[src/rtl/rx_pkg.sv]
// Shared receive-path definitions: sync header codes, block/slice geometry and the
// block-lock state encoding used by the aligner and its helpers.
package rx_pkg;

  localparam logic [1:0] c_DATA_HEADER = 2'b01;
  localparam logic [1:0] c_CMD_HEADER  = 2'b10;
  localparam int         c_BLOCK_W     = 66;
  localparam int         c_SLICE_W     = 67;
  localparam int         c_HIST_W      = 2 * c_SLICE_W;
  localparam int         c_MAX_OFFSET  = 65;

  typedef enum logic [1:0] {
    HUNT,
    CHECK,
    LOCKED
  } lock_state_t;

  function automatic logic header_ok(input logic [1:0] hdr);
    return (hdr == c_DATA_HEADER) || (hdr == c_CMD_HEADER);
  endfunction

endpackage

[src/rtl/block_aligner_if.sv]
// Gearbox-to-aligner input bundle plus the aligned-block output bundle.
// The master side is the producer/consumer around the aligner; the slave side is the aligner.
interface block_aligner_if;

  logic [193:0] gbox_buffer;
  logic [5:0]   gbox_cnt;
  logic         buffer_dv;
  logic [6:0]   block_offset;
  logic [1:0]   header_o;
  logic [63:0]  data_o;
  logic         data_valid_o;
  logic         locked_o;
  logic [6:0]   lock_offset_o;
  logic         hdr_err_o;

  modport master (
    output gbox_buffer, gbox_cnt, buffer_dv, block_offset,
    input  header_o, data_o, data_valid_o, locked_o, lock_offset_o, hdr_err_o
  );

  modport slave (
    input  gbox_buffer, gbox_cnt, buffer_dv, block_offset,
    output header_o, data_o, data_valid_o, locked_o, lock_offset_o, hdr_err_o
  );

endinterface

[src/rtl/block_extract.sv]
// Combinational barrel select of one 66b block (header + payload) out of the
// 134-bit slice history; the block's top bit sits at history bit 68+offset.
module block_extract
  import rx_pkg::*;
(
  input  logic [c_HIST_W-1:0] hist_i,
  input  logic [6:0]          offset_i,
  output logic [1:0]          header_o,
  output logic [63:0]         payload_o
);

  logic [7:0]           shift_amt;
  logic [c_BLOCK_W-1:0] blk;

  always_comb begin
    shift_amt = {1'b0, offset_i} + 8'd3;
    blk       = c_BLOCK_W'(hist_i >> shift_amt);
    header_o  = blk[c_BLOCK_W-1 -: 2];
    payload_o = blk[63:0];
  end

endmodule

[src/rtl/block_aligner.sv]
// Block lock for the 64b/66b receive path: qualifies the synchroniser's header offset
// (hunt/check/lock), then emits aligned blocks and drops lock on a high header error rate.
module block_aligner
  import rx_pkg::*;
#(
  parameter int LOCK_CNT = 32,
  parameter int WIN_LEN  = 64,
  parameter int BAD_MAX  = 16
) (
  input logic              clk_i,
  input logic              rst_i,
  block_aligner_if.slave   bus
);

  localparam logic [6:0] c_LOCK_CNT = 7'(LOCK_CNT);
  localparam logic [6:0] c_WIN_LEN  = 7'(WIN_LEN);
  localparam logic [6:0] c_BAD_MAX  = 7'(BAD_MAX);

  logic [c_SLICE_W-1:0] cur_slice_q, cur_slice_d;
  logic [c_SLICE_W-1:0] prev_slice_q, prev_slice_d;
  logic                 eval_q, eval_d;
  lock_state_t          state_q, state_d;
  logic [6:0]           offset_q, offset_d;
  logic [6:0]           good_cnt_q, good_cnt_d;
  logic [6:0]           blk_cnt_q, blk_cnt_d;
  logic [6:0]           bad_cnt_q, bad_cnt_d;
  logic [1:0]           header_q, header_d;
  logic [63:0]          data_q, data_d;
  logic                 data_valid_q, data_valid_d;
  logic                 locked_q, locked_d;
  logic                 hdr_err_q, hdr_err_d;

  logic [7:0]           slice_lo;
  logic [c_SLICE_W-1:0] new_slice;
  logic [1:0]           ext_header;
  logic [63:0]          ext_payload;
  logic                 hdr_ok;
  logic [6:0]           blk_inc;
  logic [6:0]           bad_inc;

  // Window position gbox_cnt selects buffer bits [193-cnt : 127-cnt].
  always_comb begin
    slice_lo     = 8'd127 - {2'b00, bus.gbox_cnt};
    new_slice    = c_SLICE_W'(bus.gbox_buffer >> slice_lo);
    cur_slice_d  = cur_slice_q;
    prev_slice_d = prev_slice_q;
    eval_d       = bus.buffer_dv;
    if (bus.buffer_dv) begin
      cur_slice_d  = new_slice;
      prev_slice_d = cur_slice_q;
    end
  end

  block_extract u_extract (
    .hist_i    ({prev_slice_q, cur_slice_q}),
    .offset_i  (offset_q),
    .header_o  (ext_header),
    .payload_o (ext_payload)
  );

  always_comb begin
    hdr_ok       = header_ok(ext_header);
    blk_inc      = blk_cnt_q + 7'd1;
    bad_inc      = bad_cnt_q + {6'd0, ~hdr_ok};
    state_d      = state_q;
    offset_d     = offset_q;
    good_cnt_d   = good_cnt_q;
    blk_cnt_d    = blk_cnt_q;
    bad_cnt_d    = bad_cnt_q;
    header_d     = header_q;
    data_d       = data_q;
    data_valid_d = 1'b0;
    hdr_err_d    = 1'b0;
    locked_d     = locked_q;

    if (eval_q) begin
      case (state_q)
        HUNT: begin
          if (bus.block_offset <= 7'(c_MAX_OFFSET)) begin
            offset_d   = bus.block_offset;
            good_cnt_d = 7'd0;
            state_d    = CHECK;
          end
        end
        CHECK: begin
          if (!hdr_ok) begin
            good_cnt_d = 7'd0;
            state_d    = HUNT;
          end else if (good_cnt_q + 7'd1 == c_LOCK_CNT) begin
            good_cnt_d = 7'd0;
            blk_cnt_d  = 7'd0;
            bad_cnt_d  = 7'd0;
            locked_d   = 1'b1;
            state_d    = LOCKED;
          end else begin
            good_cnt_d = good_cnt_q + 7'd1;
          end
        end
        LOCKED: begin
          // Bad blocks are still emitted so the descrambler side can see them.
          data_valid_d = 1'b1;
          header_d     = ext_header;
          data_d       = ext_payload;
          hdr_err_d    = ~hdr_ok;
          if (bad_inc == c_BAD_MAX) begin
            blk_cnt_d = 7'd0;
            bad_cnt_d = 7'd0;
            locked_d  = 1'b0;
            state_d   = HUNT;
          end else if (blk_inc == c_WIN_LEN) begin
            blk_cnt_d = 7'd0;
            bad_cnt_d = 7'd0;
          end else begin
            blk_cnt_d = blk_inc;
            bad_cnt_d = bad_inc;
          end
        end
        default: state_d = HUNT;
      endcase
    end
  end

  always_ff @(posedge clk_i) begin
    if (rst_i) begin
      cur_slice_q  <= '0;
      prev_slice_q <= '0;
      eval_q       <= 1'b0;
      state_q      <= HUNT;
      offset_q     <= 7'd0;
      good_cnt_q   <= 7'd0;
      blk_cnt_q    <= 7'd0;
      bad_cnt_q    <= 7'd0;
      header_q     <= 2'b00;
      data_q       <= 64'd0;
      data_valid_q <= 1'b0;
      locked_q     <= 1'b0;
      hdr_err_q    <= 1'b0;
    end else begin
      cur_slice_q  <= cur_slice_d;
      prev_slice_q <= prev_slice_d;
      eval_q       <= eval_d;
      state_q      <= state_d;
      offset_q     <= offset_d;
      good_cnt_q   <= good_cnt_d;
      blk_cnt_q    <= blk_cnt_d;
      bad_cnt_q    <= bad_cnt_d;
      header_q     <= header_d;
      data_q       <= data_d;
      data_valid_q <= data_valid_d;
      locked_q     <= locked_d;
      hdr_err_q    <= hdr_err_d;
    end
  end

  assign bus.header_o      = header_q;
  assign bus.data_o        = data_q;
  assign bus.data_valid_o  = data_valid_q;
  assign bus.locked_o      = locked_q;
  assign bus.lock_offset_o = offset_q;
  assign bus.hdr_err_o     = hdr_err_q;

endmodule

[src/flat_wrapper.sv]
// flat-port wrapper written by rule: the top's interface ports become plain ports
module block_aligner_flat import rx_pkg::*;
#(
  parameter int LOCK_CNT = 32,
  parameter int WIN_LEN  = 64,
  parameter int BAD_MAX  = 16
)
  (clk_i, rst_i, bus_gbox_buffer, bus_gbox_cnt, bus_buffer_dv, bus_block_offset, bus_header_o, bus_data_o, bus_data_valid_o, bus_locked_o, bus_lock_offset_o, bus_hdr_err_o);
  block_aligner_if bus_i ();
  input logic clk_i;
  input logic rst_i;
  input wire logic [$bits(bus_i.gbox_buffer)-1:0] bus_gbox_buffer;
  input wire logic [$bits(bus_i.gbox_cnt)-1:0] bus_gbox_cnt;
  input wire logic [$bits(bus_i.buffer_dv)-1:0] bus_buffer_dv;
  input wire logic [$bits(bus_i.block_offset)-1:0] bus_block_offset;
  output wire logic [$bits(bus_i.header_o)-1:0] bus_header_o;
  output wire logic [$bits(bus_i.data_o)-1:0] bus_data_o;
  output wire logic [$bits(bus_i.data_valid_o)-1:0] bus_data_valid_o;
  output wire logic [$bits(bus_i.locked_o)-1:0] bus_locked_o;
  output wire logic [$bits(bus_i.lock_offset_o)-1:0] bus_lock_offset_o;
  output wire logic [$bits(bus_i.hdr_err_o)-1:0] bus_hdr_err_o;
  assign bus_i.gbox_buffer = bus_gbox_buffer;
  assign bus_i.gbox_cnt = bus_gbox_cnt;
  assign bus_i.buffer_dv = bus_buffer_dv;
  assign bus_i.block_offset = bus_block_offset;
  assign bus_header_o = bus_i.header_o;
  assign bus_data_o = bus_i.data_o;
  assign bus_data_valid_o = bus_i.data_valid_o;
  assign bus_locked_o = bus_i.locked_o;
  assign bus_lock_offset_o = bus_i.lock_offset_o;
  assign bus_hdr_err_o = bus_i.hdr_err_o;
  block_aligner #(.LOCK_CNT(LOCK_CNT), .WIN_LEN(WIN_LEN), .BAD_MAX(BAD_MAX)) u_core (.clk_i(clk_i), .rst_i(rst_i), .bus(bus_i));
endmodule
[config.mk]
export PLATFORM = sky130hd
export DESIGN_NAME = block_aligner_flat
export DESIGN_NICKNAME = d
export VERILOG_FILES = /design/src/rtl/rx_pkg.sv /design/src/rtl/block_aligner_if.sv /design/src/rtl/block_extract.sv /design/src/rtl/block_aligner.sv /design/src/flat_wrapper.sv
export SDC_FILE = /design/constraint.sdc
export NUM_CORES = 1
export LEC_CHECK = 0
export CAP_MARGIN = 10
export CORE_ASPECT_RATIO = 1.75
export CORE_MARGIN = 2
export CORE_UTILIZATION = 50
export DETAILED_ROUTE_END_ITERATION = 8
export PLACE_DENSITY = 0.86
export SYNTH_ARGS = -nofsm -noshare
export SYNTH_HDL_FRONTEND = slang
export SYNTH_HIERARCHICAL = 1
export SYNTH_SLANG_ARGS = --single-unit
[constraint.sdc]
create_clock -name clk_i -period 4.35 [get_ports clk_i]
set_clock_uncertainty 0.05 [all_clocks]
set_input_delay 0.87 -clock clk_i [delete_from_list [all_inputs] [get_ports clk_i]]
set_output_delay 0.87 -clock clk_i [all_outputs]
set_load 0.1 [all_outputs]
==> metrics.md, run 1 <==
| Metric | Value |
|---|---|
| Status | aborted with a tool error |
| Halt Stage | global routing (5_1_grt) |
| Err | [ERROR GRT-0116] Global routing finished with congestion. Check the congestion regions in the DRC Viewer. |
| Yosys cell types | 86 |
| Vias in the first global route | 34.2k |
| FF+latch count, synth | 234 |
| Async SR Flop Fraction | 0 |
| Clock Path Buffers | 3 |
| H-tree depth | 1 |
| Clk Tree Root Cell | clkbuf_16 |
| All-Layer GR Usage | 0.623 |
| Clock sink count | 234 |
| Syn nets | 3317 |
| Buffers on Ports | 221 |
| EDFF count, synth | 0 |
| Starting Density | 0.505 |
| Mapped Cells | 3100 |
| Yosys Warn Count | 6 |
| Die Y | 313 um |
| First-pass GRT wire length | 259000 um |
| Clock buffer count from CTS | 22 |
| Cell Rows | 113 |
| Synthesized area | 0.0273 mm^2 |
| Sequential fraction of the synthesis area | 0.171 |
| DP HPWL | 126000 um |
| Synth Area per Inst | 8.82 um^2 |
| I/O pin cnt | 286 |
| Die width | 181 um |
| Main synth FF type | dfxtp_1 |
| GPL Wtd Cong | 1.16 |
| Largest net degree at the start of global routing | 86 |
| # hold bufs at CTS | 0 |
| GR Overflow Total | 97 |
cell usage after synthesis (15+ instances only):
master	count	area, um^2
a32oi_1	19	166
o2bb2ai_1	17	149
o21ai_0	91	455
a211oi_1	43	323
o211ai_1	56	420
buf_1	33	124
o221ai_1	29	254
nand3_1	52	260
buf_6	16	180
a221o_1	23	230
buf_4	23	173
a211o_1	21	184
and2_1	19	119
nand2b_1	16	100
clkbuf_1	149	559
nand2_1	401	1510
a22o_1	17	149
inv_1	18	67.6
buf_2	67	335
a22oi_1	75	563
o22ai_1	114	713
mux2i_1	363	3630
a21oi_1	143	716
nor2_1	296	1110
mux2_2	181	2040
mux4_2	227	5110
a31oi_1	15	93.8
dfxtp_1	234	4680
a221oi_1	34	298
nor3_1	36	180
logic make-up after synthesis:
logic type      count (synthesis)  share of synthesized area
flops                         234                      0.171
compound gates                844                      0.220
simple gates                  900                      0.139
mux                           793                      0.406
buf+inv                       321                     0.0594
xor+xnor                        1                   0.000320
fa+ha+maj                       7                    0.00320
layer usage:
metal	global-route usage	GRT overflow
met1	0.582	0
met2	0.918	68
met3	0.305	1
met4	0.738	28
met5	0.0102	0
through the flow:
stage	setup WS (ns)	instances	TNS [ns]	cell area [um^2]
after CTS	0.0302	4025	0	31900
after detailed placement	-0.140	3978	-1.24	31000
after global placement	-0.0434	3978	-0.222	31000
after floorplan	-0.0659	3100	-0.145	27400
what timing repair did:
action                     4_1_cts
resized for setup                1
setup buffers                    7
setup endpoints to repair       12
==> run 2: changes to the inputs <==
--- a/config.mk
+++ b/config.mk
@@ -6,11 +6,10 @@
 export NUM_CORES = 1
 export LEC_CHECK = 0
 export CAP_MARGIN = 10
-export CORE_ASPECT_RATIO = 1.75
 export CORE_MARGIN = 2
-export CORE_UTILIZATION = 50
+export CORE_UTILIZATION = 35
 export DETAILED_ROUTE_END_ITERATION = 8
-export PLACE_DENSITY = 0.86
+export PLACE_DENSITY_LB_ADDON = 0.15
 export SYNTH_ARGS = -nofsm -noshare
 export SYNTH_HDL_FRONTEND = slang
 export SYNTH_HIERARCHICAL = 1
==> constraint.sdc (replaced) <==
create_clock -name clk_i -period 5.65 [get_ports clk_i]
set_clock_uncertainty 0.05 [all_clocks]
set_input_delay 1.13 -clock clk_i [delete_from_list [all_inputs] [get_ports clk_i]]
set_output_delay 1.13 -clock clk_i [all_outputs]
set_load 0.1 [all_outputs]
==> run 2 against run 1 <==
Compared with the run above:
- synthesized cell count did not move
- the flow now finishes without violations
- synthesized area unchanged
==> metrics.md, run 2 <==
| Metric | Value |
|---|---|
| Initial DRC count | 4702 |
| Starting Density | 0.353 (-0.151) |
| Die Y | 283 um (-9.5%) |
| Clk Tree Root Cell | clkbuf_16 |
| Leak | 11.1 nW |
| Buffers on Ports | 221 (unchanged) |
| I/O pin cnt | 286 (unchanged) |
| Most numerous cell in the Yosys netlist | nand2_1 |
| Cell Rows | 102 (-9.7%) |
| Yosys Warn Count | 6 (unchanged) |
| Syn nets | 3317 (unchanged) |
| Async SR Flop Fraction | 0 (unchanged) |
| Routed Antenna Nets | 0 |
| Startpoint class of the critical path | flip-flop |
| Clock Path Buffers | 3 (unchanged) |
| Synthesized area | 0.0273 mm^2 (unchanged) |
| Final net count | 3405 |
| Largest net degree at the start of global routing | 78 |
| Worst path arrival time | 5.73 ns |
| Yosys top cell by area | mux4_2 |
| Synth top area share | 0.187 (unchanged) |
| GR Overflow Total | 0 |
| Initial antenna violation count | 6 |
| EDFF count, synth | 0 (unchanged) |
| Post-Route Utilization | 0.407 |
| Die area | 0.0804 mm^2 |
| Clock transition at the registers of the reported paths | 0.06 ns |
| DRC | 0 |
| Max Clk Rate | 0.189 GHz |
| Die width | 283 um (+57%) |
| Sequential fraction of the synthesis area | 0.171 (unchanged) |
| Synth Area per Inst | 8.82 um^2 (unchanged) |
| CP Max Fanout | 33 |
| DP HPWL | 121000 um (-3.7%) |
| WL/cell | 36.0 um |
| Most frequent cells in the layout | nand2_1 (399), mux2i_1 (363), nor2_1 (292), dfxtp_1 (229), mux4_2 (227) |
| Final worst slack | 0.364 ns |
| Commonest non-fill, non-tap cell in the layout | nand2_1 |
| H-tree depth | 1 (unchanged) |
| Worst-Margin Slew | 1.32 ns |
| Clock buffer count from CTS | 29 (+32%) |
| Slew margin rel. | 0.112 |
| GPL Wtd Cong | 1.01 (-13%) |
| Type of the worst setup path | reg -> reg |
| Clock sink count | 234 (unchanged) |
| Yosys cell types | 86 (unchanged) |
| Post-cts resize count | 0 (-1) |
| Mapped Cells | 3100 (unchanged) |
| HP Class | reg -> reg |
| # hold bufs at CTS | 0 (unchanged) |
| Total Neg Setup Slack | 0 ns |
| Layout fillers | 7807 |
| Register area | 0.00470 mm^2 |
| FF+latch count, synth | 234 (unchanged) |
| Later-pin clock latency in the skew report | 0.61 ns |
| Via count | 29.6k |
| Multi-input gate area | 0.0211 mm^2 |
| Vias per cell | 6.95 |
| Max Cap Viol | 0 |
| Final setup fails | 0 |
| Final hold violation count | 0 |
| Worst setup EP type | flip-flop |
| Vias in the first global route | 27.5k |
| Max VDD drop | 0.228 mV |
| Largest cells by area after synthesis | mux4_2 (19%), dfxtp_1 (17%), mux2i_1 (13%) |
| Core box area | 0.0773 mm^2 |
| RSZ-0062 raised after global routing | no |
| Synthesis-to-layout area growth | 15.2% |
| Main synth FF type | dfxtp_1 |
| CTS tree | built |
| Period utilization | 0.936 |
| Status | finished clean |
| Minimum clock period | 5.29 ns |
| Routed Wire Length | 153000 um |
| Required @ worst endpoint | 6.10 ns |
| Pre-CTS WS | 0.518 ns (+0.658 ns) |
| Post-CTS Setup Inserts | 0 (-7) |
| All-Layer GR Usage | 0.365 |
| Pwr per Cell Area | 212 mW/mm^2 |
| Top cells by count, synth | nand2_1 (401), mux2i_1 (363), nor2_1 (296), dfxtp_1 (234), mux4_2 (227) |
| Pre-antenna DRT Iters | 6 |
| First-pass GRT wire length | 215000 um |
| Share of layout cells above drive strength 1 | 0.202 |
| Max Transition Viols Final | 0 |
[run 2: cell counts after synthesis]
Identical to the previous run, type by type.
[run 2: path summary, 6_finish.rpt]
path,end,from,cells after the start,slack (ns)
setup / recovery,u_core/state_q[1]$_SDFFE_PP0P_,u_core/bus.lock_offset_o[2]$_SDFFE_PP0P_,15,0.36
hold / removal,u_core/bus.data_o[6]$_SDFFE_PP0P_,u_core/bus.data_o[6]$_SDFFE_PP0P_,2,0.40
setup reg to reg,u_core/state_q[1]$_SDFFE_PP0P_,u_core/bus.lock_offset_o[2]$_SDFFE_PP0P_,15,0.36
hold reg to reg,u_core/bus.data_o[6]$_SDFFE_PP0P_,u_core/bus.data_o[6]$_SDFFE_PP0P_,2,0.40
[run 2: cells by family after synthesis]
logic type / count (synthesis) / share of synthesized area
simple gates: 900 / 0.139
fa+ha+maj: 7 / 0.00320
buf+inv: 321 / 0.0594
flops: 234 / 0.171
compound gates: 844 / 0.220
mux: 793 / 0.406
xor+xnor: 1 / 0.000320
[run 2: worst max-delay path, stage by stage (launching register included)]
cell and delay [ns]:
dfxtp_4 0.72, buf_4 0.42, mux2i_1 0.39, o22ai_1 0.13, nor2_1 0.55, mux4_2 0.39, o21ai_0 0.18, xor2_1 0.31
inv_1 0.11, ha_1 0.23, ha_1 0.20, nor4b_1 0.32, o21bai_1 0.14, a2111o_1 0.39, a21oi_1 0.23, mux2_2 0.35
[run 2: power by group]
| group | internal, mW | switching (mW) | leakage, nW |
|---|---|---|---|
| Combinational | 1.01 | 1.77 | 8.75 |
| Clock | 1.20 | 0.795 | 0.491 |
| Sequential | 1.73 | 0.181 | 1.91 |
[run 2: per-stage QoR]
stage / hold WS (ns) / area, um^2 / total power, mW / cells
global placement: 0.394 / 30500 / 4.58 / 4197
finish: 0.402 / 31500 / 6.68 / 4257
floorplan: 0.392 / 27300 / 3.40 / 3100
CTS: 0.405 / 31500 / 6.57 / 4251
detailed placement: 0.398 / 30500 / 4.57 / 4197
global route: 0.418 / 31500 / 6.84 / 4251
[run 2: metal layers]
layer  vias up  share of wire  global-route usage  wire (um)
met5         -        0.00016                   0         25
met1     14954           0.43               0.516      65500
met2      1996           0.41               0.521      63000
met4         4          0.034               0.107       5180
met3       290           0.13               0.127      19500
li1      12358              -                   -          -
[run 2: cell type report]
type,instances,share of cell area
clock buffers,43,0.0263
well taps,1040,0.0413
diodes,6,0.000477
multi-input cells,2545,0.669
repair buffers,355,0.105
flip-flops and latches,234,0.149
inverters,23,0.00274
clock inverters,11,0.00584
(Power assumes the default switching activity.)
